`config.mk`:
```
export PLATFORM = sky130hd
export DESIGN_NAME = seq_branch_comparator_flat
export DESIGN_NICKNAME = d
export VERILOG_FILES = /design/src/rtl/seq_branch_comparator_if.sv /design/src/rtl/seq_branch_comparator.sv /design/src/flat_wrapper.sv
export SDC_FILE = /design/constraint.sdc
export NUM_CORES = 1
export LEC_CHECK = 0
export ABC_AREA = 1
export CAP_MARGIN = 20
export CORE_MARGIN = 8
export CORE_UTILIZATION = 35
export CTS_CLUSTER_DIAMETER = 60
export DETAILED_ROUTE_END_ITERATION = 12
export GPL_TIMING_DRIVEN = 0
export SLEW_MARGIN = 20
export SYNTH_ARGS = -nofsm -noshare
export SYNTH_HDL_FRONTEND = slang
export SYNTH_SLANG_ARGS = --single-unit
```
`constraint.sdc`:
```
create_clock -name clk -period 1.49 [get_ports clk]
set_clock_uncertainty 0.15 [all_clocks]
set_input_delay 0.298 -clock clk [delete_from_list [all_inputs] [get_ports clk]]
set_output_delay 0.298 -clock clk [all_outputs]
set_load 0.01 [all_outputs]
```
`src/rtl/seq_branch_comparator_if.sv`:
```
// Request/response bundle for the sequential branch comparator.
// The core side uses master and the comparator uses slave.
interface seq_branch_comparator_if #(
    parameter int unsigned WIDTH = 32
) ();
    logic             i_valid;
    logic             o_ready;
    logic [WIDTH-1:0] i_a;
    logic [WIDTH-1:0] i_b;
    logic [2:0]       i_funct3;
    logic             i_flush;
    logic             o_valid;
    logic             i_ready;
    logic             o_lt;
    logic             o_eq;
    logic             o_taken;
    logic             o_err;
    logic             o_busy;

    modport master (
        output i_valid, i_a, i_b, i_funct3, i_flush, i_ready,
        input  o_ready, o_valid, o_lt, o_eq, o_taken, o_err, o_busy
    );

    modport slave (
        input  i_valid, i_a, i_b, i_funct3, i_flush, i_ready,
        output o_ready, o_valid, o_lt, o_eq, o_taken, o_err, o_busy
    );
endinterface

```
`src/rtl/seq_branch_comparator.sv`:
```
// Multi-cycle RISC-V branch comparator. It compares the operands MSB-first,
// CHUNK bits per cycle, behind valid/ready handshakes.
module seq_branch_comparator #(
    parameter int unsigned WIDTH      = 32,
    parameter int unsigned CHUNK      = 8,
    parameter bit          EARLY_EXIT = 1'b0
) (
    input  logic                   clk,
    input  logic                   rst_n,
    seq_branch_comparator_if.slave bus
);
    localparam int unsigned NCHUNK = WIDTH / CHUNK;
    localparam int unsigned CNT_W  = (NCHUNK > 1) ? $clog2(NCHUNK) : 1;
    localparam logic [CNT_W-1:0] LAST_CNT = CNT_W'(NCHUNK - 1);
    localparam logic [WIDTH-1:0] MSB_MASK = WIDTH'(1) << (WIDTH - 1);

    typedef enum logic [1:0] {
        ST_IDLE = 2'd0,
        ST_BUSY = 2'd1,
        ST_DONE = 2'd2
    } state_e;

    state_e           state_q, state_d;
    logic [WIDTH-1:0] a_q, a_d;
    logic [WIDTH-1:0] b_q, b_d;
    logic [2:0]       funct3_q, funct3_d;
    logic [CNT_W-1:0] cnt_q, cnt_d;
    logic             decided_q, decided_d;
    logic             lt_q, lt_d;

    logic o_valid_q, o_valid_d;
    logic o_lt_q, o_lt_d;
    logic o_eq_q, o_eq_d;
    logic o_taken_q, o_taken_d;
    logic o_err_q, o_err_d;
    logic o_busy_q, o_busy_d;

    logic             accept_c;
    logic             last_c;
    logic             set_dec_c;
    logic [CHUNK-1:0] a_chunk_c;
    logic [CHUNK-1:0] b_chunk_c;
    logic [WIDTH-1:0] sign_mask_c;

    // The operands shift left each BUSY edge, so the active chunk is always at the top.
    assign a_chunk_c   = a_q[WIDTH-1 -: CHUNK];
    assign b_chunk_c   = b_q[WIDTH-1 -: CHUNK];
    assign accept_c    = (state_q == ST_IDLE) && bus.i_valid && !bus.i_flush;
    assign last_c      = (cnt_q == LAST_CNT);
    assign set_dec_c   = (state_q == ST_BUSY) && !decided_q && (a_chunk_c != b_chunk_c);
    // Flipping the sign bit maps two's complement order onto unsigned order.
    assign sign_mask_c = bus.i_funct3[1] ? '0 : MSB_MASK;

    // State register
    always_ff @(posedge clk or negedge rst_n) begin
        if (!rst_n) begin
            state_q <= ST_IDLE;
        end else begin
            state_q <= state_d;
        end
    end

    // Next-state logic; flush overrides every other transition
    always_comb begin
        state_d = state_q;
        case (state_q)
            ST_IDLE: if (bus.i_valid) state_d = ST_BUSY;
            ST_BUSY: if (last_c || (EARLY_EXIT && set_dec_c)) state_d = ST_DONE;
            ST_DONE: if (bus.i_ready) state_d = ST_IDLE;
            default: state_d = ST_IDLE;
        endcase
        if (bus.i_flush) begin
            state_d = ST_IDLE;
        end
    end

    // Operand capture and chunk-serial compare
    always_comb begin
        a_d       = a_q;
        b_d       = b_q;
        funct3_d  = funct3_q;
        cnt_d     = cnt_q;
        decided_d = decided_q;
        lt_d      = lt_q;
        if (accept_c) begin
            a_d       = bus.i_a ^ sign_mask_c;
            b_d       = bus.i_b ^ sign_mask_c;
            funct3_d  = bus.i_funct3;
            cnt_d     = '0;
            decided_d = 1'b0;
            lt_d      = 1'b0;
        end else if (state_q == ST_BUSY) begin
            a_d   = a_q << CHUNK;
            b_d   = b_q << CHUNK;
            cnt_d = cnt_q + CNT_W'(1);
            if (set_dec_c) begin
                decided_d = 1'b1;
                lt_d      = (a_chunk_c < b_chunk_c);
            end
        end
    end

    // Output logic, registered so the outputs are valid from the edge that enters DONE
    always_comb begin
        o_valid_d = 1'b0;
        o_lt_d    = 1'b0;
        o_eq_d    = 1'b0;
        o_taken_d = 1'b0;
        o_err_d   = 1'b0;
        o_busy_d  = (state_d == ST_BUSY);
        if (state_d == ST_DONE) begin
            o_valid_d = 1'b1;
            o_eq_d    = !decided_d;
            o_lt_d    = lt_d;
            o_err_d   = (funct3_d[2:1] == 2'b01);
            case (funct3_d)
                3'b000:          o_taken_d = !decided_d;
                3'b001:          o_taken_d = decided_d;
                3'b100, 3'b110:  o_taken_d = lt_d;
                3'b101, 3'b111:  o_taken_d = !lt_d;
                default:         o_taken_d = 1'b0;
            endcase
        end
    end

    // Datapath and output registers
    always_ff @(posedge clk or negedge rst_n) begin
        if (!rst_n) begin
            a_q       <= '0;
            b_q       <= '0;
            funct3_q  <= '0;
            cnt_q     <= '0;
            decided_q <= 1'b0;
            lt_q      <= 1'b0;
            o_valid_q <= 1'b0;
            o_lt_q    <= 1'b0;
            o_eq_q    <= 1'b0;
            o_taken_q <= 1'b0;
            o_err_q   <= 1'b0;
            o_busy_q  <= 1'b0;
        end else begin
            a_q       <= a_d;
            b_q       <= b_d;
            funct3_q  <= funct3_d;
            cnt_q     <= cnt_d;
            decided_q <= decided_d;
            lt_q      <= lt_d;
            o_valid_q <= o_valid_d;
            o_lt_q    <= o_lt_d;
            o_eq_q    <= o_eq_d;
            o_taken_q <= o_taken_d;
            o_err_q   <= o_err_d;
            o_busy_q  <= o_busy_d;
        end
    end

    assign bus.o_ready = (state_q == ST_IDLE);
    assign bus.o_valid = o_valid_q;
    assign bus.o_lt    = o_lt_q;
    assign bus.o_eq    = o_eq_q;
    assign bus.o_taken = o_taken_q;
    assign bus.o_err   = o_err_q;
    assign bus.o_busy  = o_busy_q;

endmodule
```
`src/flat_wrapper.sv`:
```
// flat-port wrapper written by rule: the top's interface ports become plain ports
module seq_branch_comparator_flat 
#(
    parameter int unsigned WIDTH      = 32,
    parameter int unsigned CHUNK      = 8,
    parameter bit          EARLY_EXIT = 1'b0
)
  (clk, rst_n, bus_i_valid, bus_i_a, bus_i_b, bus_i_funct3, bus_i_flush, bus_i_ready, bus_o_ready, bus_o_valid, bus_o_lt, bus_o_eq, bus_o_taken, bus_o_err, bus_o_busy);
  seq_branch_comparator_if #(.WIDTH(WIDTH)) bus_i ();
  input  logic clk;
  input  logic rst_n;
  input wire logic [$bits(bus_i.i_valid)-1:0] bus_i_valid;
  input wire logic [$bits(bus_i.i_a)-1:0] bus_i_a;
  input wire logic [$bits(bus_i.i_b)-1:0] bus_i_b;
  input wire logic [$bits(bus_i.i_funct3)-1:0] bus_i_funct3;
  input wire logic [$bits(bus_i.i_flush)-1:0] bus_i_flush;
  input wire logic [$bits(bus_i.i_ready)-1:0] bus_i_ready;
  output wire logic [$bits(bus_i.o_ready)-1:0] bus_o_ready;
  output wire logic [$bits(bus_i.o_valid)-1:0] bus_o_valid;
  output wire logic [$bits(bus_i.o_lt)-1:0] bus_o_lt;
  output wire logic [$bits(bus_i.o_eq)-1:0] bus_o_eq;
  output wire logic [$bits(bus_i.o_taken)-1:0] bus_o_taken;
  output wire logic [$bits(bus_i.o_err)-1:0] bus_o_err;
  output wire logic [$bits(bus_i.o_busy)-1:0] bus_o_busy;
  assign bus_i.i_valid = bus_i_valid;
  assign bus_i.i_a = bus_i_a;
  assign bus_i.i_b = bus_i_b;
  assign bus_i.i_funct3 = bus_i_funct3;
  assign bus_i.i_flush = bus_i_flush;
  assign bus_i.i_ready = bus_i_ready;
  assign bus_o_ready = bus_i.o_ready;
  assign bus_o_valid = bus_i.o_valid;
  assign bus_o_lt = bus_i.o_lt;
  assign bus_o_eq = bus_i.o_eq;
  assign bus_o_taken = bus_i.o_taken;
  assign bus_o_err = bus_i.o_err;
  assign bus_o_busy = bus_i.o_busy;
  seq_branch_comparator #(.WIDTH(WIDTH), .CHUNK(CHUNK), .EARLY_EXIT(EARLY_EXIT)) u_core (.clk(clk), .rst_n(rst_n), .bus(bus_i));
endmodule
```
==> flow_metrics.env <==
export IMPL_reg2reg_depth=11
export IMPL_fin_util_pct=62.1
export IMPL_hold_depth=2
export IMPL_rows=37
export IMPL_critical_path_cell_count=11
export IMPL_synth_seq_cells=79
export IMPL_nNetsFinal=591
export IMPL_core_area_um2=10100
export IMPL_synth_warnings=0
export IMPL_remaining_drc_errors=0
export IMPL_post_drt_wl_per_cell_um=19.1
export IMPL_grt_max_degree=44
export IMPL_worst_slew_pin_slew_ns=0.506
export IMPL_r2r_start="u_core.b_q[29]"
export IMPL_grt_antenna_before_repair=0
export IMPL_syn_area_um2=3570
export IMPL_final_min_clock_period_ns=1.86
export IMPL_fin_setup_tns_ns=-7.10
export IMPL_power_leakage_nw=2.89
export IMPL_crit_fanout=3
export IMPL_worst_endpoint_required_ns=1.62
export IMPL_ant_nets=0
export IMPL_place_congestion=0.791
export IMPL_clkTransAtPathRegs_ns=0.09
export IMPL_max_cap_violations=0
export IMPL_hold_class="primary input to flop"
export IMPL_die_area_um2=13700
export IMPL_holdPathEnd="u_core.bus.o_valid"
export IMPL_crit_buf_inv=1
export IMPL_p_per_area_nw_per_um2=1560
export IMPL_whs_ns=0.232
export IMPL_hold_start="bus_i_flush"
export IMPL_cp_startpoint="u_core.b_q[29]"
export IMPL_critPathTopFamily="simple AND/OR/NAND/NOR gates"
export IMPL_cts_root_buf="clkbuf_8"
export IMPL_sequentialPowerShare_pct=33.1
export IMPL_grt_ovfl_total=0
export IMPL_final_period_utilization_pct=125
export IMPL_setup_violations=70
export IMPL_synth_distinct_cells=28
export IMPL_p_int_mw=6.08
export IMPL_firstDrtPassIters=4
export IMPL_worstSetupPathType="flop to flop"
export IMPL_drive_above_1_share_pct=44.9
export IMPL_hold_violations=0
export IMPL_die_h_um=117
export IMPL_vias=3241
export IMPL_synth_nets=460
export IMPL_synthToLayoutAreaGrowth_pct=76.4
export IMPL_gr_usage_all_layers_pct=16.3
export IMPL_die_w_um=117
export IMPL_finalPower_mw=9.82
export IMPL_end_kind="flop"
export IMPL_critPathMaxStageDelay_ns=0.40
export IMPL_slowest_stage="dfrtp_1"
export IMPL_avgSynthCellArea_um2=9.43
export IMPL_syn_instance_count=379
export IMPL_maxSlewHeadroom_pct=66.3
export IMPL_start_kind="flop"
export IMPL_grt_pass1_vias=3361
export IMPL_violations="negative setup slack"
export IMPL_tritoncts="built"
export IMPL_crit_top_cell="nor2_1"
export IMPL_htree_levels=3
export IMPL_rr_endpoint="u_core.bus.o_taken"
export IMPL_switching_share_pct=38.1
export IMPL_via_per_inst=4.98
export IMPL_antenna_cells=0
export IMPL_timing_fmax_mhz=538
export IMPL_power_frac_clock_pct=17.1
export IMPL_yosysSeqAreaShare_pct=55.3
export IMPL_critPathArrivalTime_ns=1.99
export IMPL_initial_core_util_pct=35.2
export IMPL_numPortBuffers=78
export IMPL_cts_buffers=9
export IMPL_cts_sinks=79
export IMPL_status="finished with violations"
export IMPL_ios=79
export IMPL_clock_path_buffers=2
export IMPL_hpwl_um=6800
export IMPL_switching_power_mw=3.74
export IMPL_clock_latency_ns=0.36
export IMPL_reg2reg_slack_ns=-0.37
export IMPL_drtIter0Drc=191
export IMPL_grt_pass1_wl_um=16900
export IMPL_p_comb_share_pct=49.8
export IMPL_slew_viol_final=0
export IMPL_path_cells="inv_2 -> ha_4 -> a21oi_1 -> nor2_1 -> nor2_1 -> nand2_2 -> nand2_4 -> nand3_1 -> nand2_1 -> nor2_1 -> nor2_1"
export IMPL_rsz0062_at_grt="yes"
export IMPL_worst_slack_ns=-0.369
export IMPL_wirelength_um=12400
export IMPL_vdd_drop_max_v=0.000767
[cell type report]
type	instances	area (µm²)
multi-input cells	210	1990
clock buffers	10	138
repair buffers	122	1440
fillers	766	3840
plain buffers	17	239
flip-flops and latches	79	1980
well taps	136	170
clock inverters	6	67.6
inverters	71	277
[synthesized netlist by cell type, drive strengths merged]
cell type	n	share of area, %
inv	71	7.5
a21oi	7	1.3
buf	14	2.3
nand2	100	11
a21o	1	0.21
o21ai	25	3.9
nand3	2	0.28
a22o	1	0.25
clkbuf	5	0.53
dfrtp	79	55
ha	9	3.2
or2	1	0.25
o221ai	37	9.1
nor2	12	1.4
nand3b	1	0.56
or3	1	0.32
o211ai	8	1.7
xnor2	2	0.49
o31ai	2	0.42
a22oi	1	0.21
[metrics by stage]
| stage | setup slack (ns) | std cells | instance area, µm² |
|---|---|---|---|
| 6_report | -0.369 | 651 | 6300 |
| 3_3_place_gp | -2.84 | 593 | 4530 |
| 3_5_place_dp | -0.648 | 594 | 4550 |
| 2_1_floorplan | -0.0799 | 379 | 3580 |
| 4_1_cts | -0.225 | 631 | 5450 |
| 5_1_grt | -0.458 | 651 | 6300 |
[flip-flops by register name, summed over array words and instances, names as in the netlist, 2 cells and up]
| name | count |
|---|---|
| u_core.a_q | 32 |
| u_core.cnt_q | 2 |
| u_core.state_q | 2 |
| u_core.b_q | 32 |
| u_core.funct3_q | 3 |
[power by group through the flow]
stage | clock [mW] | combinational (mW) | sequential [mW]
floorplan | 0 | 1.68 | 3.10
global placement | 0 | 2.38 | 3.15
detailed placement | 0 | 2.44 | 3.17
CTS | 1.67 | 3.48 | 3.13
global route | 1.79 | 5.28 | 3.31
finish | 1.68 | 4.89 | 3.25
[worst max path at each step]
| stage | endpoint |
|---|---|
| 2_1_floorplan | u_core.bus.o_taken |
| 3_3_place_gp | u_core.a_q[16] |
| 3_5_place_dp | u_core.b_q[30] |
| 4_1_cts | u_core.bus.o_taken |
| 5_1_grt | u_core.bus.o_taken |
| 6_report | u_core.bus.o_taken |
[cell families (layout without fill, tap and decap cells)]
| family | after synthesis | in the layout | share of synthesized area (%) |
|---|---|---|---|
| simple gates | 117 | 117 | 13.7 |
| buf+inv | 90 | 226 | 10.3 |
| compound gates | 82 | 82 | 17.1 |
| flops | 79 | 79 | 55.3 |
| fa+ha+maj | 9 | 9 | 3.15 |
| xor+xnor | 2 | 2 | 0.490 |
[timing repair]
item	in CTS	in global routing
endpoints found under the setup margin	76	76
gates cloned	6	6
hold buffers	1	0
pin swaps	16	23
setup buffers	15	17
hold endpoints to repair	36	0
resized for setup	131	146
[cells in the final DEF, fill, tap and decap left out, types with 3 or more instances in the layout]
master	Yosys	final
buf_16	0	3
nand2_4	1	38
inv_1	66	56
dfrtp_1	79	78
a21oi_2	3	3
nor2_1	10	6
a21oi_1	4	3
buf_6	2	5
o21ai_2	1	13
clkbuf_16	0	6
inv_2	5	12
nand2_2	2	26
buf_8	0	9
nand2_1	97	36
buf_4	0	18
dlygate4sd2_1	0	7
o21ai_1	0	9
clkbuf_8	0	10
ha_4	0	8
o221ai_2	0	37
nor2_4	0	4
clkdlybuf4s50_1	0	69
buf_12	0	17
clkbuf_2	0	4
o211ai_1	8	8
[per-layer routing]
metal | global-route usage, % | routed length [µm] | up-vias
li1 | - | - | 1510
met1 | 19.8 | 5220 | 1634
met2 | 28.5 | 6440 | 79
met3 | 3.08 | 528 | 18
met4 | 5.63 | 244 | 0
met5 | 0 | 0 | -
No activity file was read; power rests on OpenSTA's default activity.
